`src/rtl/binary_bbox_overlay_pkg.sv`:
```
// Shared types and constants for the binary bounding-box overlay block.
// Coordinate/counter widths and the accumulator state encoding live here.
package binary_bbox_overlay_pkg;

    localparam int             COORD_W   = 12;
    localparam logic [11:0]    COORD_MAX = 12'hFFF;
    localparam int             CNT_W     = 20;
    localparam logic [19:0]    CNT_MAX   = 20'hFFFFF;

    typedef enum logic {
        S_WAIT = 1'b0,
        S_ACC  = 1'b1
    } state_t;

    function automatic logic [COORD_W-1:0] min_coord(input logic [COORD_W-1:0] a,
                                                     input logic [COORD_W-1:0] b);
        return (a < b) ? a : b;
    endfunction

    function automatic logic [COORD_W-1:0] max_coord(input logic [COORD_W-1:0] a,
                                                     input logic [COORD_W-1:0] b);
        return (a > b) ? a : b;
    endfunction

endpackage

```
`src/rtl/binary_bbox_overlay_accum.sv`:
```
// Per-frame min/max/count accumulation of foreground pixels and the
// frame-boundary latch that publishes the previous frame's bounding box.
module bbox_accum
    import binary_bbox_overlay_pkg::*;
#(
    parameter int MIN_PIX = 16
) (
    input  logic               clk,
    input  logic               rst_n,
    input  logic               frame_edge,
    input  logic               pix_valid,
    input  logic [COORD_W-1:0] x,
    input  logic [COORD_W-1:0] y,
    output logic               box_valid,
    output logic [COORD_W-1:0] box_x0,
    output logic [COORD_W-1:0] box_x1,
    output logic [COORD_W-1:0] box_y0,
    output logic [COORD_W-1:0] box_y1
);

    state_t             state_q, state_d;
    logic [COORD_W-1:0] min_x_q, min_x_d, max_x_q, max_x_d;
    logic [COORD_W-1:0] min_y_q, min_y_d, max_y_q, max_y_d;
    logic [CNT_W-1:0]   count_q, count_d;
    logic               box_valid_q, box_valid_d;
    logic [COORD_W-1:0] box_x0_q, box_x0_d, box_x1_q, box_x1_d;
    logic [COORD_W-1:0] box_y0_q, box_y0_d, box_y1_q, box_y1_d;

    always_ff @(posedge clk or negedge rst_n) begin
        if (!rst_n) begin
            state_q     <= S_WAIT;
            min_x_q     <= COORD_MAX;
            max_x_q     <= '0;
            min_y_q     <= COORD_MAX;
            max_y_q     <= '0;
            count_q     <= '0;
            box_valid_q <= 1'b0;
            box_x0_q    <= '0;
            box_x1_q    <= '0;
            box_y0_q    <= '0;
            box_y1_q    <= '0;
        end else begin
            state_q     <= state_d;
            min_x_q     <= min_x_d;
            max_x_q     <= max_x_d;
            min_y_q     <= min_y_d;
            max_y_q     <= max_y_d;
            count_q     <= count_d;
            box_valid_q <= box_valid_d;
            box_x0_q    <= box_x0_d;
            box_x1_q    <= box_x1_d;
            box_y0_q    <= box_y0_d;
            box_y1_q    <= box_y1_d;
        end
    end

    // A frame edge always re-initialises the accumulators, so a pixel arriving
    // in that same cycle is deliberately dropped.
    always_comb begin
        state_d     = state_q;
        min_x_d     = min_x_q;
        max_x_d     = max_x_q;
        min_y_d     = min_y_q;
        max_y_d     = max_y_q;
        count_d     = count_q;
        box_valid_d = box_valid_q;
        box_x0_d    = box_x0_q;
        box_x1_d    = box_x1_q;
        box_y0_d    = box_y0_q;
        box_y1_d    = box_y1_q;

        case (state_q)
            S_WAIT: begin
                min_x_d = COORD_MAX;
                max_x_d = '0;
                min_y_d = COORD_MAX;
                max_y_d = '0;
                count_d = '0;
                if (frame_edge) begin
                    state_d = S_ACC;
                end
            end
            S_ACC: begin
                if (frame_edge) begin
                    if (count_q >= CNT_W'(MIN_PIX)) begin
                        box_valid_d = 1'b1;
                        box_x0_d    = min_x_q;
                        box_x1_d    = max_x_q;
                        box_y0_d    = min_y_q;
                        box_y1_d    = max_y_q;
                    end else begin
                        box_valid_d = 1'b0;
                    end
                    min_x_d = COORD_MAX;
                    max_x_d = '0;
                    min_y_d = COORD_MAX;
                    max_y_d = '0;
                    count_d = '0;
                end else if (pix_valid) begin
                    min_x_d = min_coord(min_x_q, x);
                    max_x_d = max_coord(max_x_q, x);
                    min_y_d = min_coord(min_y_q, y);
                    max_y_d = max_coord(max_y_q, y);
                    count_d = (count_q == CNT_MAX) ? count_q : count_q + 1'b1;
                end
            end
            default: begin
                state_d = S_WAIT;
            end
        endcase
    end

    assign box_valid = box_valid_q;
    assign box_x0    = box_x0_q;
    assign box_x1    = box_x1_q;
    assign box_y0    = box_y0_q;
    assign box_y1    = box_y1_q;

endmodule

```
`src/rtl/binary_bbox_overlay.sv`:
```
// Bounding-box overlay: finds foreground pixels inside a fixed ROI, and draws
// the previous frame's box as a 1-pixel rectangle on the delayed video.
module binary_bbox_overlay
    import binary_bbox_overlay_pkg::*;
#(
    parameter int          WIN_X0    = 70,
    parameter int          WIN_X1    = 430,
    parameter int          WIN_Y0    = 80,
    parameter int          WIN_Y1    = 190,
    parameter int          MIN_PIX   = 16,
    parameter logic [23:0] BOX_COLOR = 24'hFF0000,
    parameter logic        VS_ACTIVE = 1'b1
) (
    input  logic               clk,
    input  logic               rst_n,
    input  logic               i_hs,
    input  logic               i_vs,
    input  logic               i_de,
    input  logic [COORD_W-1:0] i_x,
    input  logic [COORD_W-1:0] i_y,
    input  logic [23:0]        i_data,
    input  logic               i_flag,
    output logic               o_hs,
    output logic               o_vs,
    output logic               o_de,
    output logic [23:0]        o_data,
    output logic               box_valid,
    output logic [COORD_W-1:0] box_x0,
    output logic [COORD_W-1:0] box_x1,
    output logic [COORD_W-1:0] box_y0,
    output logic [COORD_W-1:0] box_y1
);

    logic        vs_q, vs_d;
    logic        hs_out_q, hs_out_d;
    logic        vs_out_q, vs_out_d;
    logic        de_out_q, de_out_d;
    logic [23:0] data_out_q, data_out_d;
    logic        frame_edge;
    logic        pix_valid;
    logic        on_x_edge, on_y_edge, in_x_span, in_y_span;
    logic        on_box;

    always_ff @(posedge clk or negedge rst_n) begin
        if (!rst_n) begin
            vs_q       <= 1'b0;
            hs_out_q   <= 1'b0;
            vs_out_q   <= 1'b0;
            de_out_q   <= 1'b0;
            data_out_q <= '0;
        end else begin
            vs_q       <= vs_d;
            hs_out_q   <= hs_out_d;
            vs_out_q   <= vs_out_d;
            de_out_q   <= de_out_d;
            data_out_q <= data_out_d;
        end
    end

    // ROI bounds are exclusive on all four sides.
    always_comb begin
        frame_edge = (i_vs == VS_ACTIVE) && (vs_q != VS_ACTIVE);
        pix_valid  = i_de && i_flag
                     && (i_x > COORD_W'(WIN_X0)) && (i_x < COORD_W'(WIN_X1))
                     && (i_y > COORD_W'(WIN_Y0)) && (i_y < COORD_W'(WIN_Y1));
    end

    bbox_accum #(
        .MIN_PIX (MIN_PIX)
    ) u_accum (
        .clk        (clk),
        .rst_n      (rst_n),
        .frame_edge (frame_edge),
        .pix_valid  (pix_valid),
        .x          (i_x),
        .y          (i_y),
        .box_valid  (box_valid),
        .box_x0     (box_x0),
        .box_x1     (box_x1),
        .box_y0     (box_y0),
        .box_y1     (box_y1)
    );

    // Video is passed through even outside the active area; only the colour changes on the box outline.
    always_comb begin
        in_x_span  = (i_x >= box_x0) && (i_x <= box_x1);
        in_y_span  = (i_y >= box_y0) && (i_y <= box_y1);
        on_x_edge  = (i_x == box_x0) || (i_x == box_x1);
        on_y_edge  = (i_y == box_y0) || (i_y == box_y1);
        on_box     = box_valid && i_de
                     && ((on_x_edge && in_y_span) || (on_y_edge && in_x_span));
        vs_d       = i_vs;
        hs_out_d   = i_hs;
        vs_out_d   = i_vs;
        de_out_d   = i_de;
        data_out_d = on_box ? BOX_COLOR : i_data;
    end

    assign o_hs   = hs_out_q;
    assign o_vs   = vs_out_q;
    assign o_de   = de_out_q;
    assign o_data = data_out_q;

endmodule

```
`config.mk`:
```
export PLATFORM = sky130hd
export DESIGN_NAME = binary_bbox_overlay
export DESIGN_NICKNAME = d
export VERILOG_FILES = /design/src/rtl/binary_bbox_overlay_pkg.sv /design/src/rtl/binary_bbox_overlay_accum.sv /design/src/rtl/binary_bbox_overlay.sv
export SDC_FILE = /design/constraint.sdc
export NUM_CORES = 1
export LEC_CHECK = 0
export BUFFER_PORTS_ARGS = -buffer_cell sky130_fd_sc_hd__buf_2
export CORE_MARGIN = 1.5
export CORE_UTILIZATION = 55
export CTS_CLUSTER_DIAMETER = 80
export CTS_CLUSTER_SIZE = 28
export DETAILED_ROUTE_END_ITERATION = 6
export MAX_ROUTING_LAYER = met4
export PLACE_DENSITY = 0.88
export SYNTH_ARGS = -nofsm -noshare
export SYNTH_HDL_FRONTEND = slang
export SYNTH_SLANG_ARGS = --single-unit
```
`constraint.sdc`:
```
create_clock -name clk -period 6.9 [get_ports clk]
set_input_delay 0 -clock clk [delete_from_list [all_inputs] [get_ports clk]]
set_output_delay 0 -clock clk [all_outputs]
set_load 0.05 [all_outputs]
```
# Yosys cells after proc, flatten, opt, wreduce, memory -nomap -nowiden
# Cells that the tools add are included.
[word_totals]
elab_cells = 88
inputBits = 54
latchBits = 0
mem_count = 0
reg_bits = 145
ram_bits = 0
out_inout_bits = 76
romBits = 0
[op_classes]
n_div = 0
magnitude_cmp = 13
muxes = 24
bitwise = 2
mul = 0
shift = 0
n_eq_ne = 11
n_reduce_logical = 22
add_sub_neg = 1
[op_table]
columns = ["cell", "count"]
rows = [
  ["12-bit 2-to-1 mux", 12],
  ["12-bit one-hot mux with 2 select lines", 4],
  ["20-bit 2-to-1 mux", 3],
  ["12-bit equality test", 4],
  ["20-bit one-hot mux with 2 select lines", 1],
  ["12-bit greater-or-equal comparator", 2],
  ["12-bit greater-than comparator", 2],
  ["12-bit by 7-bit greater-than comparator with 1-bit output (second input constant)", 2],
  ["12-bit less-or-equal comparator", 2],
  ["12-bit less-than comparator", 2],
  ["24-bit 2-to-1 mux", 1],
  ["20-bit by 1-bit adder with 20-bit output (second input constant)", 1],
  ["20-bit equality test (second input constant)", 1],
  ["20-bit by 5-bit greater-or-equal comparator with 1-bit output (second input constant)", 1],
  ["3-bit inequality test (second input constant)", 6],
  ["1-bit logical AND", 12],
  ["12-bit by 8-bit less-than comparator with 1-bit output (second input constant)", 1],
  ["12-bit by 9-bit less-than comparator with 1-bit output (second input constant)", 1],
  ["2-bit AND reduction", 6],
  ["1-bit logical OR", 3],
  ["1-bit 2-to-1 mux", 3],
  ["3-bit AND reduction", 1],
  ["1-bit NOT", 2],
]

# Depth between registers and ports, before layout
# Gate-level depths: netlist (run 1).
[depth]
ltp_word = 8
depth_mapped = 9
depth_no_buf = 8

# Modules after synthesis
# From an unflattened synthesis (run 1), not the netlist that was laid out.
[unflattened]
cells_unflattened = 798
area_unflattened_um2 = 8429.3
[by_module_without_submodules]
columns = ["mod", "n_inst", "area_per_inst_um2", "cells_each"]
rows = [
  ["bbox_accum", 1, 6062.1, 529],
  ["binary_bbox_overlay", 1, 2367.3, 269],
]

# Worst setup path after synthesis (run 1)
# No wires, ideal clock.
[synth_timing]
kind = "reg-to-reg"
startpoint = "register u_accum.box_y1_q[1] (netlist: u_accum.box_y1[1])"
endpoint = "register data_out_q[0] (netlist: o_data[0])"
period_less_slack_ns = 2.474
setup_time_ns = 0.066
arrival_ns = 2.408
path_buffers = 1
stages_incl_launch_ff = 10
slack_ns = 4.426
cell_sequence = "dfrtp_1 > inv_1 > ha_1 > nor2b_1 > o211ai_1 > a211o_1 > a31o_2 > a32oi_1 > clkbuf_1 > and2_1"
[synth_between]
elab_chain_cells = 6
elab_cells_between_ends = 9
classes_between = "order compare: 1; eq/ne: 1; mux: 1; reduce/logical: 6"
[synth_lines]
columns = ["item", "line", "text"]
rows = [
  ["start: declaration", "binary_bbox_overlay_accum.sv:27", "logic [COORD_W-1:0] box_y0_q, box_y0_d, box_y1_q, box_y1_d;"],
  ["start signal: assignment", "binary_bbox_overlay_accum.sv:53", "box_y1_q <= box_y1_d;"],
  ["12-bit less-or-equal comparator or 12-bit equality test (tied branches)", "binary_bbox_overlay.sv:87, binary_bbox_overlay.sv:89", ""],
  ["1-bit logical AND or 1-bit logical OR (tied branches)", "binary_bbox_overlay.sv:87, binary_bbox_overlay.sv:89", ""],
  ["1-bit logical AND", "binary_bbox_overlay.sv:91", "&& ((on_x_edge && in_y_span) || (on_y_edge && in_x_span));"],
  ["1-bit logical OR (*)", "binary_bbox_overlay.sv:91", ""],
  ["1-bit logical AND (*)", "binary_bbox_overlay.sv:91", ""],
  ["24-bit 2-to-1 mux (*)", "binary_bbox_overlay.sv:96", "data_out_d = on_box ? BOX_COLOR : i_data;"],
  ["via data_out_d[0]", "binary_bbox_overlay.sv:38", "logic [23:0] data_out_q, data_out_d;"],
  ["end signal: assignment", "binary_bbox_overlay.sv:56", "data_out_q <= data_out_d;"],
  ["end: declaration", "binary_bbox_overlay.sv:38", ""],
]
# Mark *: on every way through the listed nets, which the timed path passes. The rest lies on a longest branch.
# A chain may end at the register's enable or synchronous reset.

# Final worst setup path (run 1)
[layout_timing]
startpoint = "input i_y[4]"
endpoint = "register u_accum.min_y_q[1]"
[layout_between]
elab_chain_cells = 5
elab_cells_between_ends = 8
classes_between = "order compare: 3; eq/ne: 2; reduce/logical: 3"
[layout_lines]
columns = ["item", "line", "text"]
rows = [
  ["start: declaration", "binary_bbox_overlay.sv:20", "input logic [COORD_W-1:0] i_y,"],
  ["12-bit by 7-bit greater-than comparator with 1-bit output", "binary_bbox_overlay.sv:65", "&& (i_y > COORD_W'(WIN_Y0)) && (i_y < COORD_W'(WIN_Y1));"],
  ["1-bit logical AND (2 in a row)", "binary_bbox_overlay.sv:65", ""],
  ["3-bit inequality test (no line)", "-", ""],
  ["2-bit AND reduction (no line) (*)", "-", ""],
  ["end signal: assignment", "binary_bbox_overlay_accum.sv:46", "min_y_q <= min_y_d;"],
  ["end: declaration", "binary_bbox_overlay_accum.sv:23", "logic [COORD_W-1:0] min_y_q, min_y_d, max_y_q, max_y_d;"],
]
# Every way passes the cells marked *; elsewhere a longest branch is shown, timed or not.

==> results of run 1 <==
power by group:
group / switching, mW / internal, mW / total (mW)
registers: 0.00242 / 0.860 / 0.862
logic: 0.126 / 0.0730 / 0.199
clock network: 0.373 / 0.527 / 0.900
final cells by class:
class | count | area [µm²] | area share, %
clock inverters | 11 | 106 | 1.07
repair buffers | 179 | 1140 | 11.5
flip-flops and latches | 145 | 3660 | 36.8
multi-input cells | 516 | 4020 | 40.4
clock buffers | 21 | 470 | 4.73
inverters | 85 | 319 | 3.21
well taps | 184 | 230 | 2.32
kinds of logic (layout without fill, tap and decap cells):
logic type	after synthesis	after routing	synth area share, %
and+or+nand+nor	197	197	13.9
AOI/OAI and AO/OA	173	173	14.0
DFF	145	145	45.3
buffers and inverters	106	296	5.03
adders and majority gates	96	96	14.9
muxes	47	47	6.51
xor gates and xnor gates	3	3	0.325
worst paths after layout:
kind	endpoint	slack (ns)	cells after the start
hold reg to reg	u_accum.min_y_q[0]	0.51	1
setup / recovery	u_accum.min_y_q[1]	4.10	8
min in group clk	o_hs	0.22	2
max in group asynchronous	u_accum.max_x_q[8]	5.47	3
setup reg to reg	u_accum.max_y_q[3]	4.17	5
hold / removal	u_accum.box_y1[4]	0.17	2
metal layers:
metal  routed length, µm  vias to the layer above  share of wire [%]  track usage [%]
met4                 506                        0                2.4             10.7
met5                   0                        -                  0                -
met3                1480                       47                7.0             6.68
met1                8510                     3348                 41             35.1
li1                    -                     3139                  -                -
met2               10400                      308                 50             48.6
Yosys cell counts, drive strengths merged (8+ instances only):
master / n
nor2: 12
nand4: 25
nand3: 18
and2: 22
mux2: 44
a21oi: 51
nand2b: 17
a22o: 9
and3: 11
or3: 8
a21o: 12
ha: 96
dfrtp: 121
nand2: 36
inv: 85
a2bb2oi: 17
clkbuf: 19
nor4: 15
dfstp: 24
nor3: 11
o21ai: 42
worst max-delay path: stages:
cell and delay, ns:
dlygate4sd3_1 0.53, buf_2 0.20, o41ai_1 0.12, and3_4 0.20, or4_1 0.58, or3_1 0.57
nor4_2 0.74, a2bb2oi_1 0.18
metrics by stage:
step                cells  setup slack [ns]  util [%]
floorplan             767              4.43         -
global placement     1064              4.24      61.8
detailed placement   1064              4.17      61.8
CTS                  1141              4.15      68.9
global route         1141              3.92      68.9
finish               1141              4.10      68.9
==> results.sh, run 1 <==
export IMPL_synth_top_area_share_pct=37.5
export IMPL_max_vdd_ir_drop_v=0.000172
export IMPL_cts_resized=0
export IMPL_worstSetupPathType="in -> reg"
export IMPL_root_buffer="clkbuf_16"
export IMPL_clockBufferDepth=2
export IMPL_setup_worst_path_end_class="register"
export IMPL_clock_skew_ns=0.00872
export IMPL_final_common_cell="buf_2"
export IMPL_clk_pin_slew_worst_paths_ns=0.06
export IMPL_gp_congestion=0.897
export IMPL_drc=0
export IMPL_final_cell_area_um2=9940
export IMPL_post_dp_hpwl_mm=14.6
export IMPL_avgSynthCellArea_um2=10.5
export IMPL_vias=6842
export IMPL_nets=1094
export IMPL_total_power_mw=1.96
export IMPL_relSlewSlack_pct=29.4
export IMPL_crit_start="i_y[4]"
export IMPL_drt_vias_per_instance=6.00
export IMPL_track_usage_pct=29.3
export IMPL_synth_fp_nets=917
export IMPL_firstDrtPassIters=5
export IMPL_cts_buffers=17
export IMPL_powerDensity_nw_per_um2=197
export IMPL_grt_pass1_vias=6755
export IMPL_ys_seq_elements=145
export IMPL_cts_max_level=4
export IMPL_worstPathArrival_ns=3.12
export IMPL_drv_cap=0
export IMPL_setup_violations=0
export IMPL_finalWirelength_mm=20.9
export IMPL_synth_cells=767
export IMPL_worstMarginPinSlew_ns=1.06
export IMPL_min_path_type="in -> async"
export IMPL_post_route_period_util_pct=40.5
export IMPL_syn_to_final_growth_pct=23.0
export IMPL_ios=130
export IMPL_die_w_um=124
export IMPL_status="complete, no violations"
export IMPL_rsz0062_at_grt="false"
export IMPL_whs_ns=0.168
export IMPL_post_drt_wl_per_cell_um=18.3
export IMPL_fp_dieH_um=124
export IMPL_fillers=1053
export IMPL_io_buffers=129
export IMPL_start_util_pct=56.0
export IMPL_ant_nets=0
export IMPL_syn_area_um2=8080
export IMPL_critPathMaxFanout=12
export IMPL_yosys_warnings=0
export IMPL_num_rows=44
export IMPL_cts_hold_buf=45
export IMPL_slew_viol_final=0
export IMPL_synthArstFlopShare_pct=100
export IMPL_grt_pass1_wl_mm=33.3
export IMPL_hold_viol_final=0
export IMPL_leakagePower_nw=4.84
export IMPL_crit_required_ns=7.23
export IMPL_period_minus_slack_ns=2.80
export IMPL_clock_sinks=145
export IMPL_yosysTopAreaCell="dfrtp_1"
export IMPL_cts_tree="done"
export IMPL_place_area_um2=8910
export IMPL_largest_register_ffs=24
export IMPL_post_cts_buffers=0
export IMPL_layout_drive_gt1_share_pct=25.4
export IMPL_seq_area_frac_synth_pct=45.3
export IMPL_clk_latency_ns=0.43
export IMPL_synth_area_leaders="dfrtp_1 37%, ha_1 15%, dfstp_2 7.8%"
export IMPL_core_area_um2=14400
export IMPL_antenna_cells=0
export IMPL_synthFlopType="dfrtp_1"
export IMPL_mostFrequentLayoutCells="128 x buf_2, 121 x dfrtp_1, 96 x ha_1"
export IMPL_fmaxAchievable_mhz=358
export IMPL_start_kind="input port"
export IMPL_synth_edff_count=0
export IMPL_r2r_start="o_vs"
export IMPL_synth_cell_types=59
export IMPL_setup_tns_ns=0
export IMPL_grt_antenna_before_repair=0
export IMPL_grt_start_max_net_pins=84
export IMPL_drt_iter0_drc=554
export IMPL_dieArea_um2=15400
export IMPL_grt_overflow_total=0
(Power assumes the default switching activity.)
==> run 2, diff against run 1 <==
CORE_UTILIZATION = 52   (was 55)
PLACE_DENSITY = 0.87   (was 0.88)
clock period = 2.3 ns   (was 6.9 ns; I/O delays follow)
==> run 2 against run 1 <==
  * Via count increased by 5.4%
  * Critical path depth grew 1
  * Largest cell class unchanged
  * The flow now finishes with violations (DRC, setup timing)
  * Worst setup slack got worse by 4.1 ns
  * Hold slack worse by 0.16 ns
  * Final cell count rose by 5.6%
  * Register-to-register slack worse by 4.2 ns
  * Utilization grew 1.6 points
  * Critical path type is now reg -> reg
==> results.sh, run 2 (synthesis gave the netlist of run 1 again) <==
export IMPL_cts_max_level=4
export IMPL_grt_antenna_before_repair=0
export IMPL_final_util_pct=70.5
export IMPL_worstPathArrival_ns=2.66
export IMPL_total_power_mw=5.99
export IMPL_largest_register_ffs=24
export IMPL_slew_viol_final=0
export IMPL_setup_worst_path_end_class="register"
export IMPL_clk_latency_ns=0.44
export IMPL_ant_nets=0
export IMPL_grt_overflow_total=0
export IMPL_num_rows=45
export IMPL_mostFrequentLayoutCells="128 x buf_2, 100 x dfrtp_1, 92 x ha_1"
export IMPL_powerDensity_nw_per_um2=559
export IMPL_min_path_type="in -> reg"
export IMPL_relSlewSlack_pct=57.9
export IMPL_vias=7214
export IMPL_critPathMaxFanout=8
export IMPL_layout_drive_gt1_share_pct=34.9
export IMPL_violations="DRC, setup timing"
export IMPL_syn_to_final_growth_pct=32.6
export IMPL_post_route_period_util_pct=102
export IMPL_track_usage_pct=29.9
export IMPL_clock_sinks=145
export IMPL_io_buffers=129
export IMPL_fp_dieH_um=128
export IMPL_max_vdd_ir_drop_v=0.000570
export IMPL_cts_tree="done"
export IMPL_cts_buffers=17
export IMPL_core_area_um2=15200
export IMPL_fmaxAchievable_mhz=428
export IMPL_worstMarginPinSlew_ns=0.626
export IMPL_status="finished, violations left"
export IMPL_drt_vias_per_instance=5.99
export IMPL_setup_ws_ns=-0.0380
export IMPL_hold_viol_final=0
export IMPL_clk_pin_slew_worst_paths_ns=0.06
export IMPL_grt_pass1_vias=7310
export IMPL_setup_tns_ns=-0.198
export IMPL_gp_congestion=0.925
export IMPL_finalWirelength_mm=23.7
export IMPL_grt_pass1_wl_mm=36.7
export IMPL_clockBufferDepth=2
export IMPL_dieArea_um2=16300
export IMPL_period_minus_slack_ns=2.34
export IMPL_fillers=1023
export IMPL_final_common_cell="buf_2"
export IMPL_nets=1154
export IMPL_start_kind="register"
export IMPL_antenna_cells=0
export IMPL_grt_start_max_net_pins=78
export IMPL_root_buffer="clkbuf_16"
export IMPL_clock_skew_ns=0.00947
export IMPL_drt_iter0_drc=525
export IMPL_setup_violations=8
export IMPL_crit_required_ns=2.62
export IMPL_worstSetupPathType="reg -> reg"
export IMPL_firstDrtPassIters=7
export IMPL_die_w_um=128
export IMPL_ios=130
export IMPL_drc=3
export IMPL_drv_cap=0
export IMPL_leakagePower_nw=5.16
export IMPL_start_util_pct=53.1
export IMPL_post_dp_hpwl_mm=15.9
export IMPL_post_drt_wl_per_cell_um=19.6
export IMPL_rsz0062_at_grt="true"
## run 2: changes by cell type in the layout (fill, tap and decap cells not counted), sizes merged
cell         change
inv              +2
dlygate4sd3      +2
clkbuf           -2
buf             +58
## run 2: report_power, final
group	internal (mW)	leakage [nW]	switching [mW]
logic	0.266	3.04	0.418
clock network	1.56	0.282	1.16
registers	2.58	1.84	0.00708
total	4.40	5.16	1.59
## run 2: path summary, 6_finish.rpt
check / slack [ns] / from / depth (start not counted) / endpoint
setup / recovery: -0.04 / u_accum.max_y_q[6] / 9 / u_accum.max_y_q[5]
hold / removal: 0.009 / i_y[4] / 4 / u_accum.min_y_q[4]
min in group asynchronous: 0.03 / rst_n / 2 / u_accum.box_y0[4]
hold reg to reg: 0.50 / u_accum.box_x0[9] / 2 / u_accum.box_x0[9]
setup reg to reg: -0.04 / u_accum.max_y_q[6] / 9 / u_accum.max_y_q[5]
max in group asynchronous: 1.48 / rst_n / 3 / u_accum.min_y_q[1]
## run 2: cell type report
type,count,area (µm²),share of cell area (%)
clock buffers,19,453,4.23
clock inverters,13,128,1.19
inverters,85,319,2.98
multi-input cells,516,4230,39.5
flip-flops and latches,145,3680,34.4
well taps,188,235,2.20
repair buffers,239,1660,15.5
## run 2: stage by stage
stage / hold slack [ns] / std cells / worst slack, ns / area, µm²
after floorplan: -0.296 / 767 / 0.0212 / 8120
after global placement: -0.0705 / 1119 / -0.140 / 9400
after detailed placement: -0.0681 / 1119 / -0.161 / 9400
after CTS: 0.0237 / 1200 / 0.00617 / 10500
after global routing: 0.0183 / 1205 / -0.0848 / 10700
final: 0.00888 / 1205 / -0.0380 / 10700
## run 2: per-layer routing
metal / up-vias / wire (µm) / GRT usage (%)
met5: - / 0 / -
met3: 81 / 1770 / 6.53
met2: 335 / 11400 / 47.3
li1: 3259 / - / -
met1: 3539 / 9540 / 37.1
met4: 0 / 909 / 13.3
## run 2: worst max-delay path, stage by stage (launching register included)
cell and delay (ns):
dfrtp_2 0.44, ha_4 0.29, and3_4 0.21, nand4_1 0.20, a21oi_2 0.29, a2111oi_4 0.07, buf_4 0.16, o211a_1 0.23
buf_12 0.15, a22o_1 0.18
## run 2: timing repair
action,4_1_cts,5_1_grt
setup buffers,2,6
gates resized for setup,5,31
hold endpoints to repair,189,1
hold buffers,47,1
pin swaps,1,8
setup endpoints to repair,36,61
